--- config.mk ---
export PLATFORM = sky130hd
export DESIGN_NAME = mac_accum_flat
export DESIGN_NICKNAME = d
export VERILOG_FILES = /design/src/rtl/mac_accum_if.sv /design/src/rtl/mac_accum.sv /design/src/flat_wrapper.sv
export SDC_FILE = /design/constraint.sdc
export NUM_CORES = 1
export LEC_CHECK = 0
export BUFFER_PORTS_ARGS = -buffer_cell sky130_fd_sc_hd__buf_2
export CORE_MARGIN = 4
export CORE_UTILIZATION = 40
export DETAILED_ROUTE_END_ITERATION = 8
export SLEW_MARGIN = 40
export SYNTH_ARGS = -nofsm -noshare
export SYNTH_HDL_FRONTEND = slang
export SYNTH_SLANG_ARGS = --single-unit
--- constraint.sdc ---
create_clock -name clk -period 2.2 [get_ports clk]
set_clock_uncertainty 0.05 [all_clocks]
set_input_delay 0.11 -clock clk [delete_from_list [all_inputs] [get_ports clk]]
set_output_delay 0.11 -clock clk [all_outputs]
set_load 0.05 [all_outputs]
--- src/rtl/mac_accum_if.sv ---
// Product-in / frame-result-out handshake bundle for mac_accum.
//   cfg_len   : frame length minus one, sampled on a frame's first beat
//   in_*      : product beat channel (valid/ready, 9-bit unsigned product)
//   out_*     : frame result channel (valid/ready, saturated sum + overflow flag)
// master = producer/consumer side, slave = mac_accum side.
interface mac_accum_if #(
    parameter int unsigned ACC_W = 16,
    parameter int unsigned CNT_W = 8
);
    logic [CNT_W-1:0] cfg_len;
    logic             in_valid;
    logic             in_ready;
    logic [8:0]       in_prod;
    logic             out_valid;
    logic             out_ready;
    logic [ACC_W-1:0] out_acc;
    logic             out_ovf;

    modport master (
        output cfg_len, in_valid, in_prod, out_ready,
        input  in_ready, out_valid, out_acc, out_ovf
    );

    modport slave (
        input  cfg_len, in_valid, in_prod, out_ready,
        output in_ready, out_valid, out_acc, out_ovf
    );
endinterface

--- src/rtl/mac_accum.sv ---
// Frame accumulator for 4x4 multiplier products.
// Sums cfg_len+1 product beats into a saturating ACC_W-bit accumulator and
// presents the sum (plus a sticky overflow flag) until the consumer takes it.
//   clk, rst_n : clock, asynchronous active-low reset
//   clear      : synchronous frame abort, overrides all handshakes
//   bus        : mac_accum_if slave (beat input, result output, cfg_len)
module mac_accum #(
    parameter int unsigned ACC_W = 16,
    parameter int unsigned CNT_W = 8
) (
    input  logic       clk,
    input  logic       rst_n,
    input  logic       clear,
    mac_accum_if.slave bus
);
    localparam int unsigned SUM_W   = ACC_W + 1;
    localparam int unsigned CNT_Q_W = CNT_W + 1;
    localparam logic [ACC_W-1:0] ACC_MAX = {ACC_W{1'b1}};

    typedef enum logic [1:0] {
        IDLE  = 2'd0,
        ACCUM = 2'd1,
        HOLD  = 2'd2
    } state_t;

    state_t             state;
    logic [ACC_W-1:0]   acc;
    logic [CNT_Q_W-1:0] cnt;
    logic [CNT_W-1:0]   len_q;
    logic               ovf;
    logic               in_ready_q;
    logic               out_valid_q;

    logic [SUM_W-1:0]   sum_c;
    logic               last_c;

    // One extra bit catches the carry out of the accumulator; cnt is one bit
    // wider than len_q so a full 2^CNT_W-beat frame never wraps.
    always_comb begin
        sum_c  = SUM_W'(acc) + SUM_W'(bus.in_prod);
        last_c = (cnt == CNT_Q_W'(len_q));
    end

    // Frame FSM with handshake flags registered alongside the state.
    always_ff @(posedge clk or negedge rst_n) begin
        if (!rst_n) begin
            state       <= IDLE;
            acc         <= '0;
            cnt         <= '0;
            len_q       <= '0;
            ovf         <= 1'b0;
            in_ready_q  <= 1'b1;
            out_valid_q <= 1'b0;
        end else if (clear) begin
            state       <= IDLE;
            acc         <= '0;
            cnt         <= '0;
            ovf         <= 1'b0;
            in_ready_q  <= 1'b1;
            out_valid_q <= 1'b0;
        end else begin
            case (state)
                IDLE: begin
                    if (bus.in_valid) begin
                        len_q <= bus.cfg_len;
                        acc   <= ACC_W'(bus.in_prod);
                        cnt   <= CNT_Q_W'(1);
                        ovf   <= 1'b0;
                        if (bus.cfg_len == '0) begin
                            state       <= HOLD;
                            in_ready_q  <= 1'b0;
                            out_valid_q <= 1'b1;
                        end else begin
                            state <= ACCUM;
                        end
                    end
                end
                ACCUM: begin
                    if (bus.in_valid) begin
                        if (sum_c[ACC_W]) begin
                            acc <= ACC_MAX;
                            ovf <= 1'b1;
                        end else begin
                            acc <= sum_c[ACC_W-1:0];
                        end
                        cnt <= cnt + CNT_Q_W'(1);
                        if (last_c) begin
                            state       <= HOLD;
                            in_ready_q  <= 1'b0;
                            out_valid_q <= 1'b1;
                        end
                    end
                end
                HOLD: begin
                    if (bus.out_ready) begin
                        state       <= IDLE;
                        in_ready_q  <= 1'b1;
                        out_valid_q <= 1'b0;
                    end
                end
                default: begin
                    state       <= IDLE;
                    in_ready_q  <= 1'b1;
                    out_valid_q <= 1'b0;
                end
            endcase
        end
    end

    assign bus.in_ready  = in_ready_q;
    assign bus.out_valid = out_valid_q;
    assign bus.out_acc   = acc;
    assign bus.out_ovf   = ovf;
endmodule

--- src/flat_wrapper.sv ---
// flat-port wrapper written by rule: the top's interface ports become plain ports
module mac_accum_flat 
#(
    parameter int unsigned ACC_W = 16,
    parameter int unsigned CNT_W = 8
)
  (clk, rst_n, clear, bus_cfg_len, bus_in_valid, bus_in_prod, bus_out_ready, bus_in_ready, bus_out_valid, bus_out_acc, bus_out_ovf);
  mac_accum_if #(.ACC_W(ACC_W), .CNT_W(CNT_W)) bus_i ();
  input  logic clk;
  input  logic rst_n;
  input  logic clear;
  input wire logic [$bits(bus_i.cfg_len)-1:0] bus_cfg_len;
  input wire logic [$bits(bus_i.in_valid)-1:0] bus_in_valid;
  input wire logic [$bits(bus_i.in_prod)-1:0] bus_in_prod;
  input wire logic [$bits(bus_i.out_ready)-1:0] bus_out_ready;
  output wire logic [$bits(bus_i.in_ready)-1:0] bus_in_ready;
  output wire logic [$bits(bus_i.out_valid)-1:0] bus_out_valid;
  output wire logic [$bits(bus_i.out_acc)-1:0] bus_out_acc;
  output wire logic [$bits(bus_i.out_ovf)-1:0] bus_out_ovf;
  assign bus_i.cfg_len = bus_cfg_len;
  assign bus_i.in_valid = bus_in_valid;
  assign bus_i.in_prod = bus_in_prod;
  assign bus_i.out_ready = bus_out_ready;
  assign bus_in_ready = bus_i.in_ready;
  assign bus_out_valid = bus_i.out_valid;
  assign bus_out_acc = bus_i.out_acc;
  assign bus_out_ovf = bus_i.out_ovf;
  mac_accum #(.ACC_W(ACC_W), .CNT_W(CNT_W)) u_core (.clk(clk), .rst_n(rst_n), .clear(clear), .bus(bus_i));
endmodule
* Yosys cells after proc, flatten, opt, wreduce, memory -nomap -nowiden
Cells that the tools add are included.
Cells by class: add/sub/neg operators 2, eq/ne operators 9, muxes and demuxes 35, bitwise operators 1, reductions and logical operators 8
Operators with widths (count):
- $mux W16 | 4
- $pmux W16 S2 | 1
- $mux W9 | 3
- $pmux W9 S2 | 1
- $add A16 B9 Y17 | 1
- $mux W1 | 16
- $mux W2 | 6
- $add A9 B1 Y9 const B | 1
- $eq A9 B8 Y1 | 1
- $ne A3 B2 Y1 const B | 3
- $ne A3 B3 Y1 const B | 3
- $logic_not A8 Y1 | 1
- $reduce_and A4 Y1 | 2
- $pmux W1 S3 | 2
- $pmux W2 S3 | 1
- $reduce_and A3 Y1 | 2
- $reduce_and A5 Y1 | 1
- $reduce_bool A3 Y1 | 1
- $eq A2 B1 Y1 const B | 1
- $eq A2 B2 Y1 const B | 1
- $logic_not A2 Y1 | 1
- $pmux W1 S2 | 1
- $not A1 Y1 | 1
Storage, ports and cells: register bits after elaboration 38, bits of input ports 22, output and inout bits 19, logic and storage cells 62

* Logic depth before layout (Yosys ltp)
word-level depth 5, mapped depth 8, gate-level depth less buffers 8

* Worst setup path before layout
OpenSTA, ideal clock, no wires.
path kind flip-flop to flip-flop, from reg u_core.acc[0], in the netlist u_core.bus.out_acc[0], to reg u_core.acc[4], in the netlist u_core.bus.out_acc[4], library setup time 0.122 ns, data arrival time 2.355 ns, required time 2.028 ns, slack -0.328 ns, stages on the path, launching flop included 9, period minus slack after synthesis 2.528 ns, path through dfrtp_1 -> ha_1 -> fa_1 -> a21o_1 -> a221oi_2 -> o21a_2 -> o21ai_2 -> o221ai_1 -> nand2_1
Between the ends: word-level cells in the longest chain between the ends 5
RTL lines:
- start: declaration | line mac_accum.sv:27 | logic [ACC_W-1:0] acc;
- start signal: assignment | line mac_accum.sv:66 | acc <= ACC_W'(bus.in_prod);
- start signal: assignment | line mac_accum.sv:84 | acc <= sum_c[ACC_W-1:0];
- $add A16 B9 Y17 | line mac_accum.sv:40 | sum_c = SUM_W'(acc) + SUM_W'(bus.in_prod);
- $mux W16 | line mac_accum.sv:80 | if (sum_c[ACC_W]) begin
- $mux W16 | line mac_accum.sv:79 | if (bus.in_valid) begin
- $pmux W16 S2 | line mac_accum.sv:62 | case (state)
- $mux W16 | line mac_accum.sv:54 | end else if (clear) begin
Every way passes these cells. The select of a mux whose other input is x is not followed. A chain may end at the register's enable or synchronous reset.

* Worst setup path in the final report
from reg u_core.acc[0], in the netlist u_core.bus.out_acc[0], to reg u_core.acc[3], in the netlist u_core.bus.out_acc[3]
Same word-level chain as after synthesis.

==> flow_summary.toml <==
[run_status]
status = "finished, final reports clean"

[routing]
drc_errors = 0
wirelength_um = 5160
via_per_inst = 5.34
num_vias = 1862
wl_per_cell_um = 14.8
initialDrtViolationCount = 90
dr.pass1.iters = 4
postRouteAntennaNets = 0

[floorplanning]
start_util = 0.410
fp.dieArea_um2 = 6910
fp-row-count = 27
fp.dieH_um = 83.1
pin_count = 41
core-area_um2 = 5510
fp.dieW_um = 83.1

[global_routing]
antenna_found_initial = 0
grt_max_degree = 39
grt_usage = 0.160
grt_first_pass_wirelength_um = 9150
grt_overflow = 0
grt_pass1_vias = 1909

[power]
p_sw_uw = 704
p_comb_frac = 0.333
seqPwrFrac = 0.421
p_int_uw = 1330
clkPwrFrac = 0.245
ir_worst_vdd_uv = 480
swShare = 0.347
pwr_density_cell_nw_per_um2 = 724
p_leak_uw = 0.00128

[yosys]
synthFlopType = "dfrtp_1"
syn-cell-area_um2 = 2260
seq_area_frac_synth = 0.422
postSynthAreaPerCell_um2 = 10.2
synth.top_cell.area_share = 0.410
synth.most_common_cell = "dfrtp_1"
synthArstFlopShare = 1.00
synth_cells = 221
ys_ff_latch = 38
synth_edf_count = 0
yosys.area.top_type = "dfrtp_1"
synthTopCellsByArea = "dfrtp_1 41%, ha_1 5.5%, xnor2_1 5.0%"
yosys_warnings = 0
syn-num-nets = 254
synthTopCellsByCount = "37 x dfrtp_1, 25 x nand2_1, 17 x nor2_1"
ys_types = 50

[clocking]
cts_sinks = 38
insertion_delay_ps = 290
clkTransAtPathRegs_ps = 80
htreeDepth = 2
cts_buffers = 5
cts-root-buf = "clkbuf_8"
cts_tree = "built"
clk_path_buf_depth = 2

[cells_and_area]
antenna-diode-count = 0
post-route-util = 0.509
fin_cells = 349
regArea_um2 = 955
multi_input_area_um2 = 1360
nets = 309
num-fill-cells = 519
drive_gt1_frac = 0.336
synthToLayoutAreaGrowth_pct = 24.1

[critical_path]
worstSetupStartpointType = "flop"
ff2ff_setup_slack_ps = 30
crit_required_ps = 2330
path_cells = "ha_4, fa_2, a21o_1, a221oi_4, o21a_2, o21ai_4, o221ai_1, nand2_1"
endpoint = "u_core.bus.out_acc[3]"
reg2reg_from = "u_core.bus.out_acc[0]"
end_kind = "flop"
crit_fanout = 8
cp.arrival_ps = 2300
crit_slowest_cell = "dfrtp_2"
crit_start = "u_core.bus.out_acc[0]"
crit_family = "compound AO/OA/AOI/OAI gates"
reg2reg_to = "u_core.bus.out_acc[3]"
crit_path_max_incr_delay_ps = 420
crit_cells = 8
rr_worst_depth = 8
worstSetupPathType = "reg -> reg"
worst-path-buf-inv = 0

[run]
drv_cap = 0

[sta]
slew_headroom = 0.651
period_minus_slack_ps = 2170
setup_slack_ps = 27.4
worst_slew_pin_slew_ps = 523
rsz0062_at_grt = "true"
hold_viol_final = 0
period_share = 0.988
max_freq_mhz = 460
tns_ps = 0
setup_violations = 0
drv_slew = 0
timing.hold.ws_ps = 22.2

[placed_design]
gp_congestion = 0.816
numPortBuffers = 40
dpl.cell_count = 337
place_worst_setup_slack_ps = -4.61
hpwl_um = 3840

[min_path]
hp-class = "in -> reg"
## registers in the layout, summed over array words and instances (netlist names)
name / cells
u_core.bus.in_ready: 1
u_core.bus.out_valid: 1
u_core.state: 2
u_core.cnt: 9
u_core.bus.out_acc: 16
u_core.bus.out_ovf: 1
u_core.len_q: 8
## worst register-to-register path, delay by kind of cell (launching register included)
kind / cells / cell delay, ps
adders and majority gates: 2 / 510
DFF: 1 / 420
and+or+nand+nor: 1 / 70
AOI/OAI and AO/OA: 5 / 1010
## logic make-up (layout without fill, tap and decap cells)
| logic type | Yosys count | after routing | synth area share |
|---|---|---|---|
| simple gates | 78 | 78 | 0.175 |
| xor+xnor | 20 | 20 | 0.0776 |
| mux | 11 | 11 | 0.0537 |
| fa+ha+maj | 11 | 11 | 0.0643 |
| buf+inv | 6 | 62 | 0.0111 |
| compound gates | 57 | 57 | 0.197 |
| flops | 38 | 38 | 0.422 |
## power groups by stage
stage / combinational, uW / sequential (uW) / clock [uW]
finish: 676 / 855 / 498
global route: 747 / 867 / 558
CTS: 672 / 857 / 522
detailed placement: 653 / 872 / 0
global placement: 645 / 869 / 0
floorplan: 391 / 948 / 0
## cell usage in the layout (no fill, tap or decap), drive strengths merged, types with 4 or more instances in the layout
| master | count |
|---|---|
| o21ai | 7 |
| nand4 | 4 |
| xor2 | 7 |
| xnor2 | 13 |
| a21o | 5 |
| ha | 10 |
| a21oi | 13 |
| mux2 | 9 |
| and3 | 4 |
| clkbuf | 7 |
| nand3 | 10 |
| a31oi | 5 |
| a211oi | 4 |
| nand2 | 25 |
| o221ai | 8 |
| buf | 53 |
| nor2 | 18 |
| nor2b | 5 |
| dfrtp | 37 |
## metal layers
layer / GRT usage / share of wire
met5: 0 / 0
met4: 0.0401 / 0.0045
met3: 0.0377 / 0.034
met2: 0.273 / 0.50
met1: 0.203 / 0.46
## worst min path at each step
| stage | slack (ps) | cells after the start | end | startpoint |
|---|---|---|---|---|
| after floorplan | -240 | 0 | u_core.bus.out_acc[0] | rst_n |
| after global placement | 220 | 1 | u_core.bus.out_acc[2] | rst_n |
| after detailed placement | 60 | 1 | u_core.bus.out_acc[2] | rst_n |
| after CTS | 10 | 2 | u_core.len_q[0] | bus_cfg_len[0] |
| after global routing | 10 | 2 | u_core.len_q[5] | bus_cfg_len[5] |
| final | 20 | 2 | u_core.len_q[0] | bus_cfg_len[0] |
## cell type report
type                    instances  area share
well taps                      72      0.0321
clock buffers                   7      0.0308
clock inverters                 1     0.00179
flip-flops and latches         38       0.341
multi-input cells             177       0.484
repair buffers                 54       0.111
## timing repair
action	in CTS	in global routing
cloned	0	0
hold buffers	1	0
endpoints found under the setup margin	7	14
buffers inserted	3	0
endpoints found under the hold margin	37	0
pin swaps	3	6
gates resized for setup	1	2
## per-stage QoR
stage | instance area [um^2] | power [uW]
floorplan | 2310 | 1340
global placement | 2650 | 1510
detailed placement | 2650 | 1530
CTS | 2780 | 2050
global route | 2800 | 2170
finish | 2800 | 2030
(Power assumes the default switching activity.)
